===== config.mk =====
export PLATFORM = sky130hd
export DESIGN_NAME = ddr_frame_reader_flat
export DESIGN_NICKNAME = d
export VERILOG_FILES = /design/src/rtl/ddr_frame_reader_if.sv /design/src/rtl/ddr_frame_reader.sv /design/src/flat_wrapper.sv
export SDC_FILE = /design/constraint.sdc
export NUM_CORES = 1
export LEC_CHECK = 0
export CAP_MARGIN = 0
export CORE_AREA = 2 2 164 166
export DETAILED_ROUTE_END_ITERATION = 10
export DIE_AREA = 0 0 166 168
export PLACE_DENSITY_LB_ADDON = 0.15
export REMOVE_ABC_BUFFERS = 1
export SETUP_SLACK_MARGIN = 0.02
export SKIP_LAST_GASP = 1
export SLEW_MARGIN = 10
export SYNTH_ARGS = -nofsm -noshare
export SYNTH_HDL_FRONTEND = slang
export SYNTH_SLANG_ARGS = --single-unit

===== constraint.sdc =====
create_clock -name clk133_p -period 7.2 [get_ports clk133_p]
set_input_delay 1.44 -clock clk133_p [delete_from_list [all_inputs] [get_ports clk133_p]]
set_output_delay 1.44 -clock clk133_p [all_outputs]
set_load 0.01 [all_outputs]

===== src/rtl/ddr_frame_reader_if.sv =====
// Read-request bus between the frame reader and the DDR controller:
// one request in flight, completed by a single-cycle acknowledge with data.
interface ddr_frame_reader_if;
  logic        read;
  logic [23:0] readAddress;
  logic        readAcknowledge;
  logic [15:0] readData;

  modport master (
    output read,
    output readAddress,
    input  readAcknowledge,
    input  readData
  );

  modport slave (
    input  read,
    input  readAddress,
    output readAcknowledge,
    output readData
  );
endinterface


===== src/rtl/ddr_frame_reader.sv =====
// Streams FRAME_WORDS consecutive DDR words, one request at a time, into a
// first-word-fall-through pixel FIFO; frameStart restarts the fetch at any point.
module ddr_frame_reader #(
  parameter logic [23:0] BASE_ADDR   = 24'h000000,
  parameter int          FRAME_WORDS = 307200,
  parameter int          FIFO_DEPTH  = 16
) (
  input  logic               clk133_p,
  input  logic               rst,
  input  logic               frameStart,
  input  logic               pixelPop,
  output logic [15:0]        pixelData,
  output logic               pixelValid,
  output logic               underflow,
  output logic               busy,
  ddr_frame_reader_if.master ddr
);

  localparam int PTR_W = $clog2(FIFO_DEPTH);
  localparam int CNT_W = (FRAME_WORDS > 1) ? $clog2(FRAME_WORDS) : 1;

  localparam logic [CNT_W-1:0] LAST_WORD  = CNT_W'(FRAME_WORDS - 1);
  localparam logic [PTR_W:0]   FULL_LEVEL = (PTR_W + 1)'(FIFO_DEPTH);
  localparam logic [PTR_W:0]   ONE_SHORT  = (PTR_W + 1)'(FIFO_DEPTH - 1);

  typedef enum logic [1:0] {
    IDLE,
    FETCH,
    HOLD,
    ABORT
  } state_t;

  state_t state;
  state_t state_next;

  logic [23:0]      addr;
  logic [CNT_W-1:0] word_count;

  logic [15:0]      mem [FIFO_DEPTH];
  logic [PTR_W-1:0] wr_ptr;
  logic [PTR_W-1:0] rd_ptr;
  logic [PTR_W:0]   level;
  logic [PTR_W:0]   level_after_pop;

  logic push;
  logic pop;
  logic restart;
  logic advance;
  logic clear_underflow;

  assign pop             = pixelPop && pixelValid;
  assign level_after_pop = level - {{PTR_W{1'b0}}, pop};

  // NOTE: sequential state uses non-blocking assignments so every register
  // samples the pre-edge values of the others, regardless of statement order.
  always_ff @(posedge clk133_p or negedge rst) begin
    if (!rst) begin
      state <= IDLE;
    end else begin
      state <= state_next;
    end
  end

  // NOTE: every signal written here gets a default first, otherwise a path
  // that leaves it unassigned would infer a latch.
  always_comb begin
    state_next      = state;
    push            = 1'b0;
    advance         = 1'b0;
    restart         = 1'b0;
    clear_underflow = 1'b0;

    case (state)
      IDLE: begin
        if (frameStart) begin
          restart         = 1'b1;
          clear_underflow = 1'b1;
          state_next      = FETCH;
        end
      end

      FETCH: begin
        if (frameStart) begin
          // The in-flight request must still complete; its word is dropped.
          clear_underflow = 1'b1;
          if (ddr.readAcknowledge) begin
            restart    = 1'b1;
            state_next = FETCH;
          end else begin
            state_next = ABORT;
          end
        end else if (ddr.readAcknowledge) begin
          push    = 1'b1;
          advance = 1'b1;
          if (word_count == LAST_WORD) begin
            state_next = IDLE;
          end else if (level_after_pop == ONE_SHORT) begin
            state_next = HOLD;
          end else begin
            state_next = FETCH;
          end
        end
      end

      HOLD: begin
        if (frameStart) begin
          restart         = 1'b1;
          clear_underflow = 1'b1;
          state_next      = FETCH;
        end else if (level_after_pop != FULL_LEVEL) begin
          state_next = FETCH;
        end
      end

      ABORT: begin
        if (ddr.readAcknowledge) begin
          restart    = 1'b1;
          state_next = FETCH;
        end
      end

      default: state_next = IDLE;
    endcase
  end

  always_comb begin
    ddr.read        = (state == FETCH) || (state == ABORT);
    ddr.readAddress = addr;
    busy            = (state != IDLE);
    pixelValid      = (level != '0);
    pixelData       = pixelValid ? mem[rd_ptr] : 16'h0000;
  end

  // Address, word counter, FIFO pointers and the sticky underflow flag.
  always_ff @(posedge clk133_p or negedge rst) begin
    if (!rst) begin
      addr       <= 24'h000000;
      word_count <= '0;
      wr_ptr     <= '0;
      rd_ptr     <= '0;
      level      <= '0;
      underflow  <= 1'b0;
    end else begin
      if (restart) begin
        addr       <= BASE_ADDR;
        word_count <= '0;
        wr_ptr     <= '0;
        rd_ptr     <= '0;
        level      <= '0;
      end else begin
        if (advance) begin
          addr       <= addr + 24'd1;
          word_count <= word_count + CNT_W'(1);
        end
        if (push) begin
          wr_ptr <= wr_ptr + PTR_W'(1);
        end
        if (pop) begin
          rd_ptr <= rd_ptr + PTR_W'(1);
        end
        level <= level_after_pop + {{PTR_W{1'b0}}, push};
      end

      if (clear_underflow) begin
        underflow <= 1'b0;
      end else if (pixelPop && !pixelValid) begin
        underflow <= 1'b1;
      end
    end
  end

  // NOTE: FIFO storage has no reset; occupancy gates what is visible, so stale
  // contents are never observed and the array can map onto plain RAM.
  always_ff @(posedge clk133_p) begin
    if (push) begin
      mem[wr_ptr] <= ddr.readData;
    end
  end

endmodule


===== src/flat_wrapper.sv =====
// flat-port wrapper written by rule: the top's interface ports become plain ports
module ddr_frame_reader_flat 
#(
  parameter logic [23:0] BASE_ADDR   = 24'h000000,
  parameter int          FRAME_WORDS = 307200,
  parameter int          FIFO_DEPTH  = 16
)
  (clk133_p, rst, frameStart, pixelPop, pixelData, pixelValid, underflow, busy, ddr_read, ddr_readAddress, ddr_readAcknowledge, ddr_readData);
  ddr_frame_reader_if ddr_i ();
  input  logic clk133_p;
  input  logic rst;
  input  logic frameStart;
  input  logic pixelPop;
  output logic [15:0] pixelData;
  output logic pixelValid;
  output logic underflow;
  output logic busy;
  output wire logic [$bits(ddr_i.read)-1:0] ddr_read;
  output wire logic [$bits(ddr_i.readAddress)-1:0] ddr_readAddress;
  input wire logic [$bits(ddr_i.readAcknowledge)-1:0] ddr_readAcknowledge;
  input wire logic [$bits(ddr_i.readData)-1:0] ddr_readData;
  assign ddr_read = ddr_i.read;
  assign ddr_readAddress = ddr_i.readAddress;
  assign ddr_i.readAcknowledge = ddr_readAcknowledge;
  assign ddr_i.readData = ddr_readData;
  ddr_frame_reader #(.BASE_ADDR(BASE_ADDR), .FRAME_WORDS(FRAME_WORDS), .FIFO_DEPTH(FIFO_DEPTH)) u_core (.clk133_p(clk133_p), .rst(rst), .frameStart(frameStart), .pixelPop(pixelPop), .pixelData(pixelData), .pixelValid(pixelValid), .underflow(underflow), .busy(busy), .ddr(ddr_i));
endmodule

## Word-level counts from Yosys, hierarchy flattened

Memories as Yosys holds them, arrays and structs flattened.
Index checks and enable logic that the tools add are counted.

- Eq/ne operators: 10
- Bitwise gates (word level): 0
- Multipliers: 0
- Reductions and logical operators: 13
- Muxes and demuxes: 31
- Div/mod/pow operators: 0
- Magnitude comparators: 0
- Add/subtract/negate cells: 6
- Shifts and indexed selects: 0

Operators with widths:

| kind | number |
|---|---|
| two-way mux 24 bit | 2 |
| two-way mux 19 bit | 2 |
| adder 24 x 1 -> 24 bit, second input constant | 1 |
| adder 19 x 1 -> 19 bit, second input constant | 1 |
| equality test 19 bit, second input constant | 1 |
| two-way mux 2 bit | 9 |
| two-way mux 16 bit | 1 |
| two-way mux 4 bit | 4 |
| two-way mux 1 bit | 10 |
| adder 4 x 1 -> 4 bit, second input constant | 2 |
| one-hot mux 2 bit (4 select lines) | 1 |
| nonzero test 2 bit | 4 |
| adder 5 x 1 -> 5 bit | 1 |
| equality test 5 x 4 -> 1 bit, second input constant | 1 |
| two-way mux 5 bit | 1 |
| != test 5 bit, second input constant | 1 |
| nonzero test 5 bit | 1 |
| subtractor 5 x 1 -> 5 bit | 1 |
| equality test 2 bit, second input constant | 2 |
| != test 2 bit, second input constant | 2 |
| AND reduction 4 bit | 1 |
| != test 3 x 2 -> 1 bit, second input constant | 1 |
| != test 3 bit, second input constant | 1 |
| one-hot mux 1 bit (3 select lines) | 1 |
| other kinds (7) | 8 |

- Logic and storage cells: 68
- Output and inout port bits: 44
- Bits in latches: 0
- Memory bits (read-only): 0
- Register bits: 59
- Memories: 1
- Input port bits: 21
- Bits in writable memories: 256

Memory list:

| memory | words | width | read ports | clocked after memory_dff | write ports | RTL line | RTL |
|---|---|---|---|---|---|---|---|
| u_core.mem | 16 | 16 | 1 | 0 | 1 | ddr_frame_reader.sv:39 | `logic [15:0] mem [FIFO_DEPTH];` |

## Longest topological paths before layout

Gate-level depths: netlist of the first run.

- Depth in word-level cells: 9
- Mapped depth: 12
- Mapped depth without buffers: 12

## Least setup slack after synthesis of the first run

No wires, ideal clock.

- Kind: input -> register
- Start point: input port frameStart
- End point: memory u_core.mem[0][0] (enable)
- Data arrival time: 3.539 ns
- Path buffers: 2
- Cell stages on the path: 4
- Data required time: 6.770 ns
- Setup time: 0.430 ns
- Setup slack: 3.231 ns
- Cells stage by stage: nand4bb_1 > buf_6 > clkbuf_1 > nor4_1

- Word-level cells in the longest chain between the ends: 4

Ends and longest elaborated chain:

| item | RTL line | RTL |
|---|---|---|
| start: declaration | flat_wrapper.sv:12 | `input logic frameStart;` |
| two-way mux 1 bit | ddr_frame_reader.sv:83 | `if (frameStart) begin` |
| two-way mux 1 bit | ddr_frame_reader.sv:73 | `case (state)` |
| two-way mux 1 bit | ddr_frame_reader.sv:175 | `if (push) begin` |
| two-way mux 1 bit (not written as such) | ddr_frame_reader.sv:176 | `mem[wr_ptr] <= ddr.readData;` |
| end: declaration | ddr_frame_reader.sv:39 |  |

No other way between the ends.

## Worst setup path in the final report of the first run

- Start point: register u_core.rd_ptr[0]
- End point: output port pixelData[13]

- Word-level cells in the longest chain between the ends: 2

Ends and longest elaborated chain:

| item | RTL line | RTL |
|---|---|---|
| start: declaration | ddr_frame_reader.sv:41 | `logic [PTR_W-1:0] rd_ptr;` |
| start signal: assignment | ddr_frame_reader.sv:159 | `rd_ptr <= rd_ptr + PTR_W'(1);` |
| memory (16 x 16 bit) | n/a |  |
| two-way mux 16 bit | ddr_frame_reader.sv:131 | `pixelData = pixelValid ? mem[rd_ptr] : 16'h0000;` |
| end: declaration | flat_wrapper.sv:14 | `output logic [15:0] pixelData;` |

No other way between the ends.

==> results.yml, run 1 <==
floorplanning:
  core-area_mm2: 0.0264
  initial_core_util_pct: 48.8
  die_area_mm2: 0.0279
  die-width_um: 166
  io_pins: 65
  die_h_um: 168
  rows: 60
hold_path:
  whs_endpoint: "u_core.word_count[4]"
  hp-class: "register to register"
  worstHoldStart: "u_core.word_count[4]"
  hold_depth: 1
logic_synthesis:
  synth_top_area_share_pct: 59.7
  yosysSeqAreaShare_pct: 71.2
  ys_async_sr_fraction_pct: 18.7
  synth_cells: 743
  yosysWarnings: 0
  syn_area_mm2: 0.0129
  muxShareOfSynthArea_pct: 13.9
  synthFlopType: "edfxtp_1"
  synth-edff-count: 256
  synth_top_family_by_area: "multiplexers"
  synth_seq_cells: 315
  synth_largest_area_cell: "edfxtp_1"
  yosysUniqueCellTypes: 43
  synth-xor-area-share_pct: 2.86
  synth_compound_area_share_pct: 2.18
  synthAdderAreaFrac_pct: 1.07
  synth_simple_gate_area_share_pct: 7.12
  syn_area_per_cell_um2: 17.3
  yosys-top-cells-area: "edfxtp_1 (60%), dfrtp_1 (11%), mux4_2 (11%)"
layout:
  nets: 861
  fillers: 2014
  diodes: 0
  drive_above_1_share_pct: 18.2
  finalCoreUtilization_pct: 57.1
  syn_to_final_growth_pct: 17.0
cts:
  cts_root_buffer: "clkbuf_16"
  cts_resized: 0
  cts_tree: "done"
  clock_path_buffers: 3
  clkSinkCount: 315
  clk-insertion-delay-late_ns: 0.50
  h-tree-depth: 2
  cts_setup_buffers: 0
  clkSlewWorstSetupHoldPaths_ns: 0.06
  hold_buffers: 0
  cts_inserted_buffers: 34
setup_path:
  cp.required_ns: 5.76
  crit_slowest_cell: "dfrtp_4"
  end_kind: "output port"
  rr_worst_depth: 9
  arrival_ns: 3.51
  crit_chain: "buf_4 -> mux4_2 -> mux2i_1 -> o22ai_1 -> clkdlybuf4s50_1"
  r2r-end: "u_core.level[4]"
  reg2reg_from: "u_core.state[0]"
  crit_family: "flip-flops"
  crit_fanout: 48
  cp-start-kind: "register"
  cp-startpoint: "u_core.rd_ptr[0]"
  crit_buf_inv: 2
  critPathKind: "register to output port"
  max_stage_delay_ns: 1.05
  reg2reg_slack_ns: 4.39
power:
  power_density_mw_per_mm2: 317
  p_leak_nw: 5.10
  max-vdd-ir-drop_uv: 214
sta:
  finalSetupTns_ns: 0
  period_share_pct: 68.8
  worst_hold_slack_ns: 0.524
  clock.fmax_ghz: 0.202
  finalSetupViolCount: 0
  final_hold_viol_count: 0
  finalCriticalPeriod_ns: 4.95
  final_max_slew_viol_count: 0
  rsz0062_at_grt: "false"
  tightest_slew_ns: 1.14
  finalClockSkew_ns: 0.0184
  max_slew_margin_pct: 23.9
route:
  route.detailed.drc: 0
  dr_total_vias: 6852
  firstDrtPassIters: 7
  wl_per_cell_um: 22.6
  ant_nets: 0
  routed_via_density: 5.74
  dr.first_iter.drc_count: 493
  routed_wl_um: 27000
placed_design:
  port-buffer-count: 64
  gp_congestion: 0.820
  dp_hpwl_um: 15900
run_status:
  status: "finished, final reports clean"
grt:
  grt_pass1_wl_um: 42000
  grt_util_all_layers_pct: 19.8
  grt_pass1_vias: 7211
  grt-ovfl-total: 0
  antenna_found_initial: 0
  grt_max_degree: 60
flow_run:
  cap_violations: 0
registers in the layout, indices dropped and copies added, names as in the netlist:
register / flops
u_core.ddr.readAddress: 24
u_core.level: 5
u_core.mem: 256
u_core.rd_ptr: 4
u_core.state: 2
u_core.underflow: 1
u_core.word_count: 19
u_core.wr_ptr: 4
power by group:
part | switching (mW) | internal (mW) | total [mW]
clock | 0.663 | 1.00 | 1.67
combinational | 0.430 | 0.535 | 0.966
sequential | 0.134 | 2.01 | 2.14
cell families after synthesis:
family,count (synthesis)
buffers and inverters,50
adder cells (fa/ha/maj),11
multiplexers,98
AND/OR/NAND/NOR,180
XOR/XNOR,42
AO/OA/AOI/OAI,47
flip-flops,315
worst max-delay path by stage:
stage,end,slack (ns),cells after the start
after floorplan,pixelData[0],2.22,3
after global placement,pixelData[1],2.77,5
after detailed placement,pixelData[13],2.72,5
after CTS,pixelData[13],2.17,5
after global routing,pixelData[13],1.96,5
final,pixelData[13],2.25,5
per-layer routing:
| layer | wire length (µm) | GRT usage (%) |
|---|---|---|
| met3 | 1380 | 3.41 |
| met1 | 11300 | 26.3 |
| met5 | 0 | 0 |
| met4 | 451 | 4.95 |
| met2 | 13900 | 34.3 |
worst reg2reg max path, delay by kind of cell, from the launching register on:
| kind | cells | cell delay [ns] |
|---|---|---|
| flip-flops | 1 | 0.53 |
| XOR/XNOR | 1 | 0.18 |
| adder cells (fa/ha/maj) | 2 | 0.49 |
| buffers and inverters | 2 | 0.69 |
| AO/OA/AOI/OAI | 2 | 0.32 |
| AND/OR/NAND/NOR | 2 | 0.44 |
metrics by stage:
stage          area [µm²]  setup WS, ns  instances  power [mW]
2_1_floorplan       12700          2.22        708        2.81
3_3_place_gp        14000          2.77       1134        3.14
3_5_place_dp        14000          2.72       1134        3.16
4_1_cts             15000          2.17       1194        4.82
5_1_grt             15000          1.96       1194        4.98
6_report            15000          2.25       1194        4.77
final cells by class:
| class | count | area [µm²] | share of cell area (%) |
|---|---|---|---|
| Inverter | 15 | 56.3 | 0.374 |
| Clock buffer | 46 | 917 | 6.09 |
| Tap cell | 341 | 427 | 2.84 |
| Multi-Input combinational cell | 378 | 3540 | 23.5 |
| Timing Repair Buffer | 85 | 793 | 5.27 |
| Sequential cell | 315 | 9170 | 60.9 |
| Clock inverter | 14 | 149 | 0.989 |
synth_stat cells, types with 12 or more instances:
cell type	instances
edfxtp_1	256
mux4_2	64
nor2_1	61
dfrtp_1	59
mux2i_1	33
xor2_1	31
nand2_1	29
nand3_1	23
clkbuf_1	17
o22ai_1	16
inv_1	15
o21ai_0	12
cells in the final DEF (no fill, tap or decap), drive strengths merged, types with 2 or more instances in the layout:
cell type,synthesis,layout
inv,15,16
nor2b,3,3
edfxtp,256,256
dfrtp,59,59
or3,2,2
ha,11,11
o21ai,12,12
nor3b,3,3
and2,3,3
bufinv,0,3
and4,2,2
nand3,23,23
or2,3,3
buf,18,22
xnor2,11,11
nand4,12,12
and3,11,11
nor4,9,9
clkbuf,17,46
xor2,31,31
o22ai,16,16
clkdlybuf4s50,0,63
a21oi,11,11
mux4,64,64
clkinv,0,9
nand2b,4,4
nor3,11,11
nand2,29,29
nor2,63,63
mux2i,33,33
a22o,3,3
No activity file was read; power rests on OpenSTA's default activity.
==> inputs of run 2 (changes only) <==
- clock period: 7.2 -> 4.6 ns (I/O delays scaled with it)
==> run 2 against run 1 <==
Global-route usage up 0.055 points; design area rose by 0.71%; first-iteration DRC count fell by 11%; register-to-register slack lost 2.3 ns; die area did not move; clock skew is 0.0044 ns lower; clock power rose by 53%; combinational power rose by 69%; via count about the same; critical endpoint is now pixelData[7]; highest routed layer unchanged.
==> results.yml, run 2 (synthesis gave the netlist of run 1 again) <==
cts:
  clkSlewWorstSetupHoldPaths_ns: 0.06
  cts_inserted_buffers: 34
  clkSinkCount: 315
  cts_resized: 0
  clk-insertion-delay-late_ns: 0.50
  clock_path_buffers: 3
  hold_buffers: 0
  h-tree-depth: 2
  cts_root_buffer: "clkbuf_16"
  cts_setup_buffers: 0
  cts_tree: "done"
grt:
  grt_util_all_layers_pct: 19.9
  antenna_found_initial: 0
  grt-ovfl-total: 0
  grt_pass1_vias: 7387
  grt_max_degree: 46
  grt_pass1_wl_um: 42600
setup_path:
  cp.required_ns: 3.68
  max_stage_delay_ns: 0.80
  arrival_ns: 3.09
  crit_fanout: 30
  crit_slowest_cell: "dfrtp_4"
  critPathKind: "register to output port"
  crit_buf_inv: 2
  cp-start-kind: "register"
  end_kind: "output port"
  crit_chain: "buf_12 -> mux4_2 -> mux2i_1 -> o22ai_1 -> clkdlybuf4s50_1"
  rr_worst_depth: 6
  cp.depth: 5
  crit_family: "buffers and inverters"
floorplanning:
  die_area_mm2: 0.0279
  die-width_um: 166
  initial_core_util_pct: 48.8
  core-area_mm2: 0.0264
  rows: 60
  io_pins: 65
  die_h_um: 168
sta:
  finalSetupViolCount: 0
  final_max_slew_viol_count: 0
  final_hold_viol_count: 0
  tightest_slew_ns: 1.10
  max_slew_margin_pct: 26.2
  worst_hold_slack_ns: 0.456
  finalSetupTns_ns: 0
  setup_slack_ns: 0.595
  finalCriticalPeriod_ns: 4.01
  rsz0062_at_grt: "false"
  period_share_pct: 87.1
  clock.fmax_ghz: 0.250
  finalClockSkew_ns: 0.0140
route:
  wl_per_cell_um: 22.5
  route.detailed.drc: 0
  ant_nets: 0
  routed_via_density: 5.70
  firstDrtPassIters: 5
  dr_total_vias: 6848
  dr.first_iter.drc_count: 437
  routed_wl_um: 27000
layout:
  nets: 871
  final-instance-count-excl-fill: 1202
  syn_to_final_growth_pct: 17.8
  drive_above_1_share_pct: 18.7
  design_area_mm2: 0.0152
  final_cell_mix: "edfxtp_1 (256), mux4_2 (64), clkdlybuf4s50_1 (63)"
  largest_reg_flops: 256
  regMostFlops: "u_core.mem"
  diodes: 0
  layout_commonest_cell: "edfxtp_1"
placed_design:
  post-place-cells: 1144
  gp_congestion: 0.848
  dp_hpwl_um: 16500
  pre_cts_slack_ns: 1.05
  place_area_mm2: 0.0141
  port-buffer-count: 64
power:
  max-vdd-ir-drop_uv: 285
  p_leak_nw: 5.14
  power_density_mw_per_mm2: 492
hold_path:
  hp-class: "primary input to asynchronous set/reset pin"
flow_run:
  cap_violations: 0
run_status:
  status: "finished, final reports clean"
## run 2: metal layers
layer	vias up	part of all wire, %	GRT usage, %
met1	3577	43	26.2
met3	42	4.2	3.41
li1	3078	-	-
met5	-	0	0
met4	0	2.1	5.44
met2	151	51	34.5
## run 2: cell type report
cell class	instances	area, µm²
well taps	341	427
fillers	1956	11200
repair buffers	95	931
multi-input cells	378	3540
clock inverters	16	133
clock buffers	42	902
inverters	15	56.3
flip-flops and latches	315	9170
## run 2: metrics by stage
step	utilization, %	total power, mW
2_1_floorplan	-	4.39
3_5_place_dp	53.6	5.00
3_3_place_gp	53.6	4.96
4_1_cts	57.5	7.56
6_report	57.5	7.45
5_1_grt	57.5	7.78
## run 2: worst paths after layout
check / from / end / slack, ns
max: u_core.rd_ptr[0] / pixelData[7] / 0.59
min: rst / u_core.word_count[13] / 0.46
max reg2reg: u_core.state[0] / u_core.mem[7][5] / 2.05
min reg2reg: u_core.word_count[4] / u_core.word_count[4] / 0.52
max in group asynchronous: rst / u_core.ddr.readAddress[16] / 3.27
min in group clk133_p: u_core.word_count[4] / u_core.word_count[4] / 0.52
## run 2: worst reg2reg max path, cell delays in order, from the launching register on
cell       delay, ns
dfrtp_1         0.53
nand4bb_1       0.42
inv_1           0.35
buf_4           0.23
nand2_1         0.18
nor3_2          0.25
buf_4           0.27
## run 2: power by group
group	leakage, nW	total [mW]	internal (mW)	switching, mW
Clock	0.497	2.55	1.50	1.05
Combinational	1.54	1.63	0.867	0.768
Sequential	3.11	3.27	3.14	0.124
Total	5.14	7.45	5.51	1.94
==> inputs of run 3 (changes only) <==
- REMOVE_ABC_BUFFERS: 1 -> default
==> run 3 against run 2 <==
First-iteration DRC count grew 31%; utilization shrank 0.13 points; flip-flop and latch count is the same; largest cell class unchanged.
==> results.yml, run 3 (synthesis gave the netlist of run 1 again) <==
route:
  routed_wl_um: 28100
  wl_per_cell_um: 23.4
  route.detailed.drc: 0
  dr_total_vias: 6955
  dr.first_iter.drc_count: 574
  routed_via_density: 5.80
  firstDrtPassIters: 5
  ant_nets: 0
layout:
  final_cell_mix: "edfxtp_1 (256), mux4_2 (64), clkdlybuf4s50_1 (63)"
  layout_commonest_cell: "edfxtp_1"
  nets: 868
  final-instance-count-excl-fill: 1199
  diodes: 0
  fillers: 2011
  design_area_mm2: 0.0151
  syn_to_final_growth_pct: 17.5
  drive_above_1_share_pct: 18.6
  regMostFlops: "u_core.mem"
  largest_reg_flops: 256
cts:
  cts_tree: "done"
  hold_buffers: 0
  cts_inserted_buffers: 34
  clock_path_buffers: 3
  cts_resized: 0
  cts_setup_buffers: 0
  cts_root_buffer: "clkbuf_16"
  clk-insertion-delay-late_ns: 0.51
  clkSlewWorstSetupHoldPaths_ns: 0.06
  h-tree-depth: 2
  clkSinkCount: 315
logic_synthesis:
  synth_fp_nets: 775
placed_design:
  place_area_mm2: 0.0141
  post-place-cells: 1141
  gp_congestion: 0.784
  pre_cts_slack_ns: 0.749
  dp_hpwl_um: 17100
  port-buffer-count: 64
flow_run:
  cap_violations: 0
setup_path:
  rr_worst_depth: 8
  cp-start-kind: "register"
  crit_fanout: 31
  crit_chain: "buf_4 -> mux4_2 -> mux2i_1 -> o22ai_1 -> clkdlybuf4s50_1"
  reg2reg_slack_ns: 1.72
  end_kind: "output port"
  cp.required_ns: 3.68
  r2r-end: "u_core.level[4]"
  crit_slowest_cell: "dfrtp_2"
  reg2reg_from: "u_core.state[0]"
  critPathKind: "register to output port"
  arrival_ns: 3.12
  max_stage_delay_ns: 0.95
floorplanning:
  io_pins: 65
  die_h_um: 168
  die_area_mm2: 0.0279
  initial_core_util_pct: 48.8
  rows: 60
  die-width_um: 166
  core-area_mm2: 0.0264
sta:
  setup_slack_ns: 0.556
  finalCriticalPeriod_ns: 4.04
  final_hold_viol_count: 0
  period_share_pct: 87.9
  finalClockSkew_ns: 0.00618
  rsz0062_at_grt: "false"
  final_max_slew_viol_count: 0
  max_slew_margin_pct: 30.2
  tightest_slew_ns: 1.04
  clock.fmax_ghz: 0.247
  finalSetupTns_ns: 0
  finalSetupViolCount: 0
power:
  p_leak_nw: 5.14
  power_density_mw_per_mm2: 503
  max-vdd-ir-drop_uv: 280
hold_path:
  hp-class: "primary input to asynchronous set/reset pin"
grt:
  grt_pass1_vias: 7306
  grt-ovfl-total: 0
  antenna_found_initial: 0
  grt_pass1_wl_um: 43500
  grt_util_all_layers_pct: 20.5
  grt_max_degree: 46
run_status:
  status: "finished, final reports clean"
-- run 3: cell count changes in the layout (fill, tap and decap cells not counted), sizes merged --
| cell | previous run | this run |
|---|---|---|
| buf | 32 | 29 |
| bufinv | 2 | 3 |
| clkinvlp | 2 | 1 |
-- run 3: layout make-up --
class                           instances  area [µm²]  share of cell area (%)
Inverter                               15        56.3                   0.372
Clock inverter                         16         158                    1.04
Timing Repair Buffer                   92         871                    5.76
Tap cell                              341         427                    2.82
Clock buffer                           42         902                    5.97
Multi-Input combinational cell        378        3540                    23.4
Sequential cell                       315        9170                    60.6
-- run 3: how the worst max path moves through the flow --
stage                           from          endpoint  cells after the start
finish              u_core.rd_ptr[1]     pixelData[13]                      5
global placement          frameStart   u_core.level[4]                      9
floorplan                 frameStart  u_core.mem[0][0]                      4
global route        u_core.rd_ptr[1]     pixelData[12]                      5
CTS                 u_core.rd_ptr[1]     pixelData[13]                      5
detailed placement        frameStart   u_core.level[4]                      9
-- run 3: critical path: cells and delay by family, from the launching register on --
family,cells,cell delay (ns)
AO/OA/AOI/OAI,1,0.12
buffers and inverters,2,0.97
flip-flops,1,0.95
multiplexers,2,0.57
-- run 3: routing by layer --
layer | vias to the layer above | wire [µm] | global-route usage, %
li1 | 3084 | - | -
met5 | - | 0 | 0
met1 | 3643 | 12100 | 28.3
met2 | 186 | 14100 | 34.7
met4 | 0 | 456 | 4.73
met3 | 42 | 1400 | 3.46
-- run 3: power by group --
| part | total [mW] | leakage, nW | internal [mW] | switching [mW] |
|---|---|---|---|---|
| registers | 3.30 | 3.11 | 3.14 | 0.156 |
| logic | 1.70 | 1.52 | 0.886 | 0.812 |
| clock network | 2.61 | 0.516 | 1.56 | 1.05 |
| total | 7.61 | 5.14 | 5.59 | 2.02 |
-- run 3: metrics by stage --
stage | hold WS, ns | total power, mW | utilization, %
final | 0.354 | 7.61 | 57.4
after floorplan | 0.465 | 4.38 | -
after global placement | 0.491 | 5.05 | 53.4
after CTS | 0.347 | 7.69 | 57.4
after detailed placement | 0.507 | 5.08 | 53.4
after global routing | 0.367 | 7.91 | 57.4
